### config.mk
export PLATFORM = sky130hd
export DESIGN_NAME = cache_ctrl
export DESIGN_NICKNAME = d
export VERILOG_FILES = /design/src/rtl/cache_ctrl.sv
export SDC_FILE = /design/constraint.sdc
export NUM_CORES = 1
export LEC_CHECK = 0
export BUFFER_PORTS_ARGS = -buffer_cell sky130_fd_sc_hd__buf_4
export CELL_PAD_IN_SITES_DETAIL_PLACEMENT = 1
export CELL_PAD_IN_SITES_GLOBAL_PLACEMENT = 1
export CORE_UTILIZATION = 45
export DETAILED_ROUTE_END_ITERATION = 10
export GPL_ROUTABILITY_DRIVEN = 0
export PLACE_DENSITY = 0.85
export SLEW_MARGIN = 20
export SYNTH_ARGS = -nofsm -noshare
export SYNTH_HDL_FRONTEND = slang
export SYNTH_SLANG_ARGS = --single-unit
### constraint.sdc
create_clock -name clk -period 3.6 [get_ports clk]
set_clock_uncertainty 0.05 [all_clocks]
set_input_delay 0.54 -clock clk [delete_from_list [all_inputs] [get_ports clk]]
set_output_delay 0.54 -clock clk [all_outputs]
set_load 0.005 [all_outputs]
### src/rtl/cache_ctrl.sv
// Cache controller: serves CPU word requests against the set array, with write-back,
// word-serial refill, a retry compare, whole-cache flush and saturating hit/miss counters.
module cache_ctrl #(
   parameter int TAG_W  = 5,
   parameter int IDX_W  = 3,
   parameter int WORD_W = 2,
   parameter int DATA_W = 16,
   parameter int CNT_W  = 16
) (
   input  logic                            clk,
   input  logic                            rst,
   input  logic                            cpu_req,
   input  logic                            cpu_wr,
   input  logic [TAG_W+IDX_W+WORD_W-1:0]   cpu_addr,
   input  logic [DATA_W-1:0]               cpu_wdata,
   output logic [DATA_W-1:0]               cpu_rdata,
   output logic                            cpu_ack,
   output logic                            busy,
   input  logic                            flush,
   output logic [IDX_W-1:0]                set_idx,
   output logic                            set_en,
   output logic                            set_cmp,
   output logic                            set_write,
   output logic                            set_rst,
   output logic                            set_valid_in,
   output logic [WORD_W-1:0]               set_word,
   output logic [TAG_W-1:0]                set_tag,
   output logic [DATA_W-1:0]               set_data_in,
   input  logic                            set_hit,
   input  logic                            set_dirty,
   input  logic                            set_valid,
   input  logic                            set_ack,
   input  logic [TAG_W-1:0]                set_tag_out,
   input  logic [DATA_W-1:0]               set_data_out,
   output logic                            mem_req,
   output logic                            mem_wr,
   output logic [TAG_W+IDX_W+WORD_W-1:0]   mem_addr,
   output logic [DATA_W-1:0]               mem_wdata,
   input  logic [DATA_W-1:0]               mem_rdata,
   input  logic                            mem_ack,
   output logic [CNT_W-1:0]                hit_cnt,
   output logic [CNT_W-1:0]                miss_cnt
);

   localparam int AW = TAG_W + IDX_W + WORD_W;
   localparam logic [WORD_W-1:0] LAST_W   = '1;
   localparam logic [WORD_W-1:0] W_ONE    = 1;
   localparam logic [IDX_W-1:0]  LAST_IDX = '1;
   localparam logic [IDX_W-1:0]  IDX_ONE  = 1;
   localparam logic [CNT_W-1:0]  CNT_MAX  = '1;
   localparam logic [CNT_W-1:0]  CNT_ONE  = 1;

   typedef enum logic [2:0] {
      IDLE, COMPARE, WB_RD, WB_MEM, RF_MEM, RF_WR, FLUSH, DONE
   } state_e;

   state_e              state_q;
   logic [TAG_W-1:0]    tag_q, victim_q;
   logic [IDX_W-1:0]    idx_q;
   logic [WORD_W-1:0]   word_q, w_q;
   logic                wr_q, retry_q;
   logic [DATA_W-1:0]   wdata_q, buf_q, rdata_q;
   logic                cpu_ack_q;
   logic [CNT_W-1:0]    hit_q, miss_q;
   logic                set_en_q, set_cmp_q, set_write_q, set_rst_q, set_valid_in_q;
   logic [IDX_W-1:0]    set_idx_q;
   logic [WORD_W-1:0]   set_word_q;
   logic [TAG_W-1:0]    set_tag_q;
   logic [DATA_W-1:0]   set_data_q;
   logic                mem_req_q, mem_wr_q;
   logic [AW-1:0]       mem_addr_q;
   logic [DATA_W-1:0]   mem_wdata_q;

   logic                cmp_d, write_d, rst_d, valid_in_d;
   logic [IDX_W-1:0]    idx_d;
   logic [WORD_W-1:0]   word_d;
   logic [TAG_W-1:0]    tag_d;
   logic [DATA_W-1:0]   data_d;

   // Set command presented when a set-access state (re)raises set_en
   always_comb begin
      cmp_d      = 1'b0;
      write_d    = 1'b0;
      rst_d      = 1'b0;
      valid_in_d = 1'b0;
      idx_d      = idx_q;
      word_d     = w_q;
      tag_d      = tag_q;
      data_d     = buf_q;
      case (state_q)
         COMPARE: begin
            cmp_d   = 1'b1;
            write_d = wr_q;
            word_d  = word_q;
            data_d  = wdata_q;
         end
         RF_WR: begin
            write_d    = 1'b1;
            valid_in_d = 1'b1;
         end
         FLUSH: begin
            rst_d = 1'b1;
            idx_d = set_idx_q;
         end
         default: ;
      endcase
   end

   always_ff @(posedge clk or negedge rst) begin
      if (!rst) begin
         state_q        <= IDLE;
         tag_q          <= '0;
         victim_q       <= '0;
         idx_q          <= '0;
         word_q         <= '0;
         w_q            <= '0;
         wr_q           <= 1'b0;
         retry_q        <= 1'b0;
         wdata_q        <= '0;
         buf_q          <= '0;
         rdata_q        <= '0;
         cpu_ack_q      <= 1'b0;
         hit_q          <= '0;
         miss_q         <= '0;
         set_en_q       <= 1'b0;
         set_cmp_q      <= 1'b0;
         set_write_q    <= 1'b0;
         set_rst_q      <= 1'b0;
         set_valid_in_q <= 1'b0;
         set_idx_q      <= '0;
         set_word_q     <= '0;
         set_tag_q      <= '0;
         set_data_q     <= '0;
         mem_req_q      <= 1'b0;
         mem_wr_q       <= 1'b0;
         mem_addr_q     <= '0;
         mem_wdata_q    <= '0;
      end else begin
         cpu_ack_q <= 1'b0;
         case (state_q)
            IDLE: begin
               if (flush) begin
                  state_q        <= FLUSH;
                  set_en_q       <= 1'b1;
                  set_rst_q      <= 1'b1;
                  set_cmp_q      <= 1'b0;
                  set_write_q    <= 1'b0;
                  set_valid_in_q <= 1'b0;
                  set_idx_q      <= '0;
               end else if (cpu_req) begin
                  tag_q          <= cpu_addr[AW-1 -: TAG_W];
                  idx_q          <= cpu_addr[WORD_W +: IDX_W];
                  word_q         <= cpu_addr[WORD_W-1:0];
                  wr_q           <= cpu_wr;
                  wdata_q        <= cpu_wdata;
                  retry_q        <= 1'b0;
                  state_q        <= COMPARE;
                  set_en_q       <= 1'b1;
                  set_cmp_q      <= 1'b1;
                  set_write_q    <= cpu_wr;
                  set_rst_q      <= 1'b0;
                  set_valid_in_q <= 1'b0;
                  set_idx_q      <= cpu_addr[WORD_W +: IDX_W];
                  set_word_q     <= cpu_addr[WORD_W-1:0];
                  set_tag_q      <= cpu_addr[AW-1 -: TAG_W];
                  set_data_q     <= cpu_wdata;
               end
            end
            COMPARE, WB_RD, RF_WR, FLUSH: begin
               if (!set_en_q) begin
                  set_en_q       <= 1'b1;
                  set_cmp_q      <= cmp_d;
                  set_write_q    <= write_d;
                  set_rst_q      <= rst_d;
                  set_valid_in_q <= valid_in_d;
                  set_idx_q      <= idx_d;
                  set_word_q     <= word_d;
                  set_tag_q      <= tag_d;
                  set_data_q     <= data_d;
               end else if (set_ack) begin
                  set_en_q <= 1'b0;
                  case (state_q)
                     COMPARE: begin
                        // Only the first compare of a request is counted; the retry must hit
                        if (set_hit && set_valid) begin
                           if (!wr_q) rdata_q <= set_data_out;
                           if (!retry_q && hit_q != CNT_MAX) hit_q <= hit_q + CNT_ONE;
                           cpu_ack_q <= 1'b1;
                           state_q   <= DONE;
                        end else begin
                           if (!retry_q && miss_q != CNT_MAX) miss_q <= miss_q + CNT_ONE;
                           w_q <= '0;
                           if (set_valid && set_dirty) begin
                              victim_q <= set_tag_out;
                              state_q  <= WB_RD;
                           end else begin
                              state_q <= RF_MEM;
                           end
                        end
                     end
                     WB_RD: begin
                        buf_q   <= set_data_out;
                        state_q <= WB_MEM;
                     end
                     RF_WR: begin
                        if (w_q == LAST_W) begin
                           w_q     <= '0;
                           retry_q <= 1'b1;
                           state_q <= COMPARE;
                        end else begin
                           w_q     <= w_q + W_ONE;
                           state_q <= RF_MEM;
                        end
                     end
                     default: begin
                        if (set_idx_q == LAST_IDX) begin
                           set_rst_q <= 1'b0;
                           state_q   <= IDLE;
                        end else begin
                           set_idx_q <= set_idx_q + IDX_ONE;
                        end
                     end
                  endcase
               end
            end
            WB_MEM, RF_MEM: begin
               if (!mem_req_q) begin
                  mem_req_q   <= 1'b1;
                  mem_wr_q    <= (state_q == WB_MEM);
                  mem_addr_q  <= {(state_q == WB_MEM) ? victim_q : tag_q, idx_q, w_q};
                  mem_wdata_q <= (state_q == WB_MEM) ? buf_q : '0;
               end else if (mem_ack) begin
                  mem_req_q <= 1'b0;
                  mem_wr_q  <= 1'b0;
                  if (state_q == RF_MEM) begin
                     buf_q   <= mem_rdata;
                     state_q <= RF_WR;
                  end else if (w_q == LAST_W) begin
                     w_q     <= '0;
                     state_q <= RF_MEM;
                  end else begin
                     w_q     <= w_q + W_ONE;
                     state_q <= WB_RD;
                  end
               end
            end
            DONE:    state_q <= IDLE;
            default: state_q <= IDLE;
         endcase
      end
   end

   assign cpu_rdata    = rdata_q;
   assign cpu_ack      = cpu_ack_q;
   assign busy         = (state_q != IDLE);
   assign set_idx      = set_idx_q;
   assign set_en       = set_en_q;
   assign set_cmp      = set_cmp_q;
   assign set_write    = set_write_q;
   assign set_rst      = set_rst_q;
   assign set_valid_in = set_valid_in_q;
   assign set_word     = set_word_q;
   assign set_tag      = set_tag_q;
   assign set_data_in  = set_data_q;
   assign mem_req      = mem_req_q;
   assign mem_wr       = mem_wr_q;
   assign mem_addr     = mem_addr_q;
   assign mem_wdata    = mem_wdata_q;
   assign hit_cnt      = hit_q;
   assign miss_cnt     = miss_q;

endmodule
**Word-level counts from Yosys, hierarchy flattened**

Index checks and enable logic that the tools add are counted.
W data, S select, Z words.

- Add/sub/neg operators: 4
- Eq/ne operators: 33
- Multiplexer cells: 95
- Bitwise logic cells: 4
- Reduce and logical (&&, ||, !) cells: 28

Operators with widths:

| kind | count |
|---|---|
| $mux W16 | 11 |
| $pmux W16 S2 | 2 |
| $mux W3 | 19 |
| $reduce_and A6 Y1 | 6 |
| $mux W1 | 34 |
| $add A16 B1 Y16 const B | 2 |
| $ne A16 B16 Y1 const B | 2 |
| $ne A2 B2 Y1 const B | 13 |
| $ne A3 B3 Y1 const B | 8 |
| $mux W2 | 11 |
| $mux W5 | 4 |
| $eq A3 B3 Y1 const B | 5 |
| $pmux W1 S2 | 7 |
| $reduce_and A7 Y1 | 2 |
| $pmux W2 S2 | 3 |
| $pmux W3 S4 | 1 |
| $pmux W5 S2 | 1 |
| $pmux W3 S3 | 1 |
| $reduce_and A8 Y1 | 1 |
| $eq A3 B2 Y1 const B | 2 |
| $pmux W3 S2 | 1 |
| $reduce_and A2 Y1 | 3 |
| $reduce_and A3 Y1 | 2 |
| $ne A5 B5 Y1 const B | 1 |
| 15 further kinds | 22 |

- Flip-flop bits (word level): 162
- Bits of input ports: 73

**Longest topological paths before layout**

Gate-level depths: netlist of run 1.

- Depth in word-level cells: 7
- Mapped depth: 9
- Gate-level depth less buffers: 7

**Worst setup path before layout of run 1**

No wires, ideal clock.

- Kind: reg-to-reg
- From: register state_q[0]
- To: register rdata_q[0] (netlist: cpu_rdata[0])
- Setup time: 0.125 ns
- Arrival time: 1.936 ns
- Required time: 3.425 ns
- Slack: 1.489 ns
- Stages on the path, launching flop included: 8
- Buffers on the path: 2
- Cell sequence: dfrtp_1 > inv_1 > ha_1 > buf_4 > nand3b_4 > nor4_4 > buf_6 > mux2_2

- Cells in the longest elaborated chain, start to end: 3
- Elaborated cells between the ends (all ways): 6

RTL lines:

| what | RTL line | source |
|---|---|---|
| from (decl) | 57 | `state_e state_q;` |
| from (signal assigned) | 111 | `state_q <= IDLE;` |
| from (signal assigned) | 143 | `state_q <= FLUSH;` |
| from (signal assigned) | 157 | `state_q <= COMPARE;` |
| $eq A3 B3 Y1, or another cell as far along | 140 | `case (state_q)` |
| $reduce_or A4 Y1 | 140 |  |
| $reduce_and A6 Y1 (no line) (*) | - |  |
| to (signal assigned) | 186 | `if (!wr_q) rdata_q <= set_data_out;` |
| to (decl) | 62 | `logic [DATA_W-1:0] wdata_q, buf_q, rdata_q;` |

Every way passes the cells marked *; elsewhere a longest branch is shown, timed or not.
A chain may end at the register's enable or synchronous reset.

**Worst setup path in the final report of run 1**

- From: register state_q[0]
- To: register set_data_q[9] (netlist: set_data_in[9])

- Cells in the longest elaborated chain, start to end: 4
- Elaborated cells between the ends (all ways): 14

RTL lines:

| what | RTL line | source |
|---|---|---|
| $eq A3 B3 Y1, or another cell as far along | 140 |  |
| $reduce_or A4 Y1 or $mux W16 (tied branches) | 140, 90 |  |
| $ne A2 B2 Y1 (no line), or another cell as far along | - |  |
| $reduce_and A4 Y1 (no line) or $pmux W16 S2 (tied branches) | - |  |
| to (signal assigned) | 166 | `set_data_q <= cpu_wdata;` |
| to (signal assigned) | 179 | `set_data_q <= data_d;` |
| to (decl) | 69 | `logic [DATA_W-1:0] set_data_q;` |

Parallel ways exist; a longest one is shown, timed or not. The select of a mux whose other input is x is not followed.

==> key figures, run 1 <==
Synthesis
  • Syn Inst Count: 655
  • Seq cells post-synth: 162
  • Post-synthesis async set-or-reset flop share: 100%
  • Syn Std Cell Area: 7620 um^2
  • Synth Warn #: 0
  • Area share of the leading cell type in the synthesized netlist: 53.2%
  • Most instantiated cells after synthesis: dfrtp_1, mux2_2, nor2_1, nand2_1, a21oi_1
  • Commonest register cell after synthesis: dfrtp_1
  • Syn_area_per_cell: 11.6 um^2
  • Number of flops mapped to enable cells by yosys: 0
  • Cell taking the most area after synthesis: dfrtp_1
  • Syn Nets: 738
  • Largest cells by area after synthesis: dfrtp_1, mux2_2, mux2i_1
  • Top-count cell post-synth: dfrtp_1
  • Sequential fraction of the synthesis area: 53.2%
  • Unique cell type count in the Yosys netlist: 58

Floorplanning
  • Die Height: 132 um
  • Die Wd: 132 um
  • # IOs: 182
  • Initial Util: 46.0%
  • Die area: 17500 um^2
  • Row count: 47
  • Core area: 16600 um^2

Run
  • Max_cap viols: 0

STA
  • Minimum clock period: 2780 ps
  • Max-slew headroom: 32.7%
  • RSZ-0062 raised after global routing: no
  • Setup TNS: 0 ps
  • Final Cycle Share: 77.3%
  • Achievable Freq: 0.360 GHz
  • Final Slew Violations: 0
  • Worst Max-Slew Pin Slew: 1010 ps
  • Final setup violation count: 0
  • Min Hold Slack: 105 ps
  • Hold Vio Cnt, Final: 0

Worst setup path
  • Data arrival, critical path: 3040 ps
  • Worst-path cell chain: inv_1, ha_2, buf_4, a21oi_1, a21oi_4, buf_4, mux2_2
  • Slowest cell on crit path: buf_4
  • Top Family by Delay on Critical Path: buffers and inverters
  • Worst setup SP type: flop
  • CP bufs+invs: 3
  • Crit. Startpoint: state_q[0]$_DFFE_PN0P_
  • CP dominant cell by count: buf_4
  • Nature of the critical path endpoint: flop
  • Setup CP Type: flop to flop
  • Critical Path Fanout Max: 50
  • Req. time, crit path: 3860 ps
  • CP max stage delay: 530 ps
  • Worst R2R Start: state_q[0]$_DFFE_PN0P_

Global routing
  • Routing usage on met3: 5.92%
  • M1 GR Usage: 30.4%
  • GRT busiest layer: met2
  • M2 GR Usage: 46.7%
  • Vias in the first global route: 6569
  • Initial antenna violation count: 0
  • First-pass GRT wire length: 35.4 mm
  • Grt total ovfl: 0
  • Total GRT Usage: 26.5%
  • Largest net degree at the start of global routing: 81

Power
  • Static Leakage: 4.70 nW
  • Peak supply drop: 0.484 mV
  • PwrDens: 857 nW/um^2

Clock network
  • Hold-fix buffers, CTS: 0
  • CTS tree: done
  • Reg clk slew, reported paths: 60 ps
  • CTS root buf: clkbuf_16
  • Skew-Pair Late Insertion Delay: 430 ps
  • CTS sink cnt: 162
  • Bufs on Longest Clock Path: 2
  • Clock buffer count from CTS: 17
  • H-tree depth: 4
  • Setup bufs post-CTS: 0
  • Cts repair resizes: 0

Cells and area
  • Final net count: 918
  • Diodes inserted: 0
  • Fraction of layout cells with a size suffix above 1: 37.4%
  • P&R area growth vs syn: 28.1%
  • Post-Layout Cell Count: 1067
  • Fillers: 1744

Route
  • Via Count: 5917
  • Via/cell ratio: 5.55
  • First-pass DRT Iterations: 4
  • Routed len/inst: 20.5 um
  • Residual DRC: 0
  • Routed wire length: 21.9 mm
  • Initial DRC count: 282
  • Antenna Nets Post-Route: 0

Placement
  • Port bufs: 181
  • Dpl cells: 1036
  • DP HPWL: 15.4 mm

Min path
  • Worst hold path class: input pin to async pin

Status
  • Status: completed
[sequential cells by signal, indices dropped and copies added (netlist names), 5 cells and up]
register	cells
buf_q	16
cpu_rdata	16
hit_cnt	16
mem_wdata	16
miss_cnt	16
set_data_in	16
wdata_q	16
mem_addr	10
set_tag	5
tag_d	5
victim_q	5
[kinds of logic after synthesis]
family          synth area share, %
compound gates                 8.57
xor+xnor                       3.45
fa+ha+maj                      1.64
buf+inv                        3.09
flops                          53.2
mux                            17.5
simple gates                   12.6
[stage by stage]
stage	setup slack (ps)	power, mW	utilization [%]	area [um^2]
detailed placement	827	6.47	55.3	9160
finish	819	8.37	58.9	9770
floorplan	1490	5.21	-	7620
CTS	805	8.43	58.9	9760
global route	675	8.87	58.9	9770
global placement	950	6.23	55.3	9160
[metal layers]
metal	up-vias	share of wire, %	routed length (um)
met4	0	3.3	714
met2	178	52	11400
li1	2674	-	-
met5	-	0	0
met3	45	4.7	1030
met1	3020	40	8670
[placed cells by master (no fill, tap or decap), types with 5 or more instances in the layout]
cell	instances
mux2i_1	39
mux2_2	78
nand2_1	51
a22o_1	19
and4_1	5
dfrtp_1	162
mux2_1	5
clkbuf_16	17
inv_1	9
a21oi_1	41
xor2_1	14
ha_1	9
xnor2_1	16
nor2_1	63
o21ai_0	15
nand4_1	12
buf_4	191
nand3_1	16
nor3_1	10
a31oi_1	9
[final cells by class]
| cell class | instances | area [um^2] | area share, % |
|---|---|---|---|
| Sequential cell | 162 | 4050 | 41.5 |
| Clock buffer | 19 | 443 | 4.54 |
| Tap cell | 220 | 275 | 2.82 |
| Inverter | 9 | 33.8 | 0.346 |
| Timing Repair Buffer | 192 | 1450 | 14.8 |
| Clock inverter | 12 | 156 | 1.60 |
| Multi-Input combinational cell | 453 | 3360 | 34.4 |
[final timing paths]
check                                              to  slack [ps]  depth (start not counted)
hold / removal                 hit_cnt[2]$_DFFE_PN0P_         100                          1
setup / recovery           set_data_in[9]$_DFFE_PN0P_         820                          7
setup reg to reg           set_data_in[9]$_DFFE_PN0P_         820                          7
hold reg to reg              cpu_rdata[7]$_DFFE_PN0P_         450                          1
max in group asynchronous     wdata_q[13]$_DFFE_PN0P_        2430                          2
min in group clk             cpu_rdata[7]$_DFFE_PN0P_         290                          2
[power breakdown]
part	total, mW	internal, mW	switching (mW)
clock network	1.87	1.11	0.765
registers	3.00	2.46	0.543
logic	3.50	1.73	1.77
No activity file was read; power rests on OpenSTA's default activity.
==> run 2: changes to the inputs <==
--- a/config.mk
+++ b/config.mk
@@ -8,10 +8,10 @@
 export BUFFER_PORTS_ARGS = -buffer_cell sky130_fd_sc_hd__buf_4
 export CELL_PAD_IN_SITES_DETAIL_PLACEMENT = 1
 export CELL_PAD_IN_SITES_GLOBAL_PLACEMENT = 1
-export CORE_UTILIZATION = 45
+export CORE_UTILIZATION = 42
 export DETAILED_ROUTE_END_ITERATION = 10
 export GPL_ROUTABILITY_DRIVEN = 0
-export PLACE_DENSITY = 0.85
+export PLACE_DENSITY = 0.8
 export SLEW_MARGIN = 20
 export SYNTH_ARGS = -nofsm -noshare
 export SYNTH_HDL_FRONTEND = slang
==> constraint.sdc (replaced) <==
create_clock -name clk -period 2.7 [get_ports clk]
set_clock_uncertainty 0.05 [all_clocks]
set_input_delay 0.405 -clock clk [delete_from_list [all_inputs] [get_ports clk]]
set_output_delay 0.405 -clock clk [all_outputs]
set_load 0.005 [all_outputs]
==> run 2 against run 1 <==
Power up 32%; cell count grew 1.2%; core utilization decreased by 2.8 points; die area is 7.0% higher; wire length shrank 0.21%; critical endpoint is now miss_cnt[14]$_DFFE_PN0P_; clock power is 26% higher; maximum frequency rose by 15%; final area is 0.64% higher; sequential power up 30%; highest routed layer unchanged.
==> key figures, run 2 (synthesized netlist as in run 1, its figures left out) <==
Route
  • Routed len/inst: 20.2 um (-1.4%)
  • Via Count: 5873 (-0.74%)
  • Via/cell ratio: 5.44 (-1.9%)
  • Routed wire length: 21.8 mm (-0.21%)
  • Residual DRC: 0 (unchanged)
  • First-pass DRT Iterations: 4 (unchanged)
  • Initial DRC count: 331 (+17%)
  • Antenna Nets Post-Route: 0 (unchanged)

Global routing
  • Vias in the first global route: 6449 (-1.8%)
  • Total GRT Usage: 24.8% (-1.7 points)
  • Grt total ovfl: 0 (unchanged)
  • Initial antenna violation count: 0 (unchanged)
  • First-pass GRT wire length: 34.8 mm (-1.8%)
  • Largest net degree at the start of global routing: 77 (-4.9%)

Status
  • Status: completed

Cells and area
  • Leading cell type in the layout, fill and taps excluded: buf_4
  • Commonest non-fill, non-tap cells in the layout: buf_4, dfrtp_1, mux2_2
  • Fillers: 1850 (+6.1%)
  • Final core occ: 56.0% (-2.8 points)
  • Final net count: 926 (+0.87%)
  • Finished Cell Area: 9830 um^2 (+0.64%)
  • Diodes inserted: 0 (unchanged)
  • Fraction of layout cells with a size suffix above 1: 38.0% (+0.59 points)
  • P&R area growth vs syn: 28.9%

Power
  • Total power: 11.1 mW (+32%)
  • Sw power: 4.12 mW (+34%)
  • Static Leakage: 4.73 nW (+0.68%)
  • Power Internal: 6.95 mW (+31%)
  • Clock group share of total power: 21.3% (-1.1 points)
  • PwrDens: 1130 nW/um^2 (+31%)
  • Peak supply drop: 0.656 mV (+36%)
  • Flop pwr share: 35.3% (-0.6 points)
  • Logic gate share of total power: 43.4% (+1.6 points)
  • Sw Share: 37.2% (+0.48 points)

Clock network
  • CTS tree: done
  • Hold-fix buffers, CTS: 1 (+1)
  • Cts repair resizes: 0 (unchanged)
  • Skew-Pair Late Insertion Delay: 430 ps (about the same)
  • Bufs on Longest Clock Path: 2 (unchanged)
  • CTS root buf: clkbuf_16
  • Setup bufs post-CTS: 0 (unchanged)
  • Reg clk slew, reported paths: 70 ps (about the same)
  • H-tree depth: 4 (unchanged)
  • CTS sink cnt: 162 (unchanged)
  • Clock buffer count from CTS: 17 (unchanged)

Placement
  • Port bufs: 181 (unchanged)
  • DP HPWL: 15.7 mm (+1.7%)
  • Placed cell areas: 9250 um^2 (+0.91%)

STA
  • Final Cycle Share: 89.7% (+12 points)
  • Achievable Freq: 0.413 GHz (+15%)
  • Final Slew Violations: 0 (unchanged)
  • Min Hold Slack: 148 ps (+42.9 ps)
  • Setup TNS: 0 ps (unchanged)
  • RSZ-0062 raised after global routing: no
  • Max-slew headroom: 37.0% (+4.4 points)
  • Worst Max-Slew Pin Slew: 941 ps (-65.2 ps)
  • Final setup violation count: 0 (unchanged)
  • Minimum clock period: 2420 ps (-359 ps)
  • Hold Vio Cnt, Final: 0 (unchanged)

Worst setup path
  • Crit. Startpoint: state_q[0]$_DFFE_PN0P_
  • Critical Path Fanout Max: 14 (-72%)
  • Setup CP Type: flop to flop
  • Data arrival, critical path: 2720 ps (-320 ps)
  • Worst setup SP type: flop
  • Nature of the critical path endpoint: flop
  • Worst R2R Start: state_q[0]$_DFFE_PN0P_
  • Req. time, crit path: 3000 ps (-860 ps)

Floorplanning
  • Die area: 18700 um^2 (+7.0%)
  • Die Wd: 137 um (+3.5%)
  • Row count: 48 (+2.1%)
  • # IOs: 182 (unchanged)
  • Die Height: 137 um (+3.5%)
  • Core area: 17500 um^2 (+5.7%)
  • Initial Util: 43.5% (-2.5 points)

Run
  • Max_cap viols: 0 (unchanged)

Min path
  • Worst hold path class: input pin to flop
  • Hold_sp: cpu_addr[2]
[run 2: cell types whose count changed in the layout (fill, tap and decap cells not counted), moves of 2 or more]
cell and change:
buf_4 +5, buf_12 +2, bufinv_16 -2, inv_6 +2
[run 2: per-layer routing]
metal | up-vias | wire length (um) | GRT usage [%]
li1 | 2705 | - | -
met1 | 2975 | 8730 | 28.7
met5 | - | 0 | 0
met4 | 0 | 513 | 9.63
met2 | 154 | 11400 | 43.5
met3 | 39 | 1210 | 6.56
[run 2: area by class of cell]
| type | count | area (um^2) | area share, % |
|---|---|---|---|
| multi-input combinational | 453 | 3360 | 34.2 |
| clock buffer | 18 | 439 | 4.47 |
| clock inverter | 13 | 129 | 1.31 |
| inverter | 9 | 33.8 | 0.344 |
| sequential | 162 | 4050 | 41.2 |
| tap | 225 | 282 | 2.86 |
| timing repair buffer | 200 | 1530 | 15.6 |
[run 2: path summary, 6_finish.rpt]
| check | cells after the start | endpoint | slack, ps |
|---|---|---|---|
| min in group asynchronous | 2 | hit_cnt[7]$_DFFE_PN0P_ | 530 |
| worst max-delay path | 8 | miss_cnt[14]$_DFFE_PN0P_ | 280 |
| max in group asynchronous | 3 | mem_wdata[6]$_DFFE_PN0P_ | 1260 |
| worst min register to register | 2 | mem_addr[4]$_DFFE_PN0P_ | 440 |
| worst min-delay path | 3 | idx_q[0]$_DFFE_PN0P_ | 150 |
| worst max register to register | 8 | miss_cnt[14]$_DFFE_PN0P_ | 280 |
[run 2: power by group through the flow]
stage,Clock (mW),Sequential [mW],Combinational [mW]
floorplan,0,3.76,3.19
global placement,0,3.88,4.53
detailed placement,0,3.93,4.79
CTS,2.39,3.91,4.85
global route,2.50,4.01,5.27
finish,2.36,3.91,4.81
[run 2: per-stage QoR]
step | std cells | setup slack [ps]
6_report | 1080 | 278
3_5_place_dp | 1048 | 266
2_1_floorplan | 655 | 589
3_3_place_gp | 1048 | 430
4_1_cts | 1080 | 225
5_1_grt | 1080 | 105
[run 2: worst max-delay path, stage by stage, from the launching register on]
cell      delay (ps)
dfrtp_1          430
inv_1            100
ha_2             500
and4bb_1         290
and3b_1          250
buf_4            180
nand3_4          100
nor3_1           230
xor2_1           210
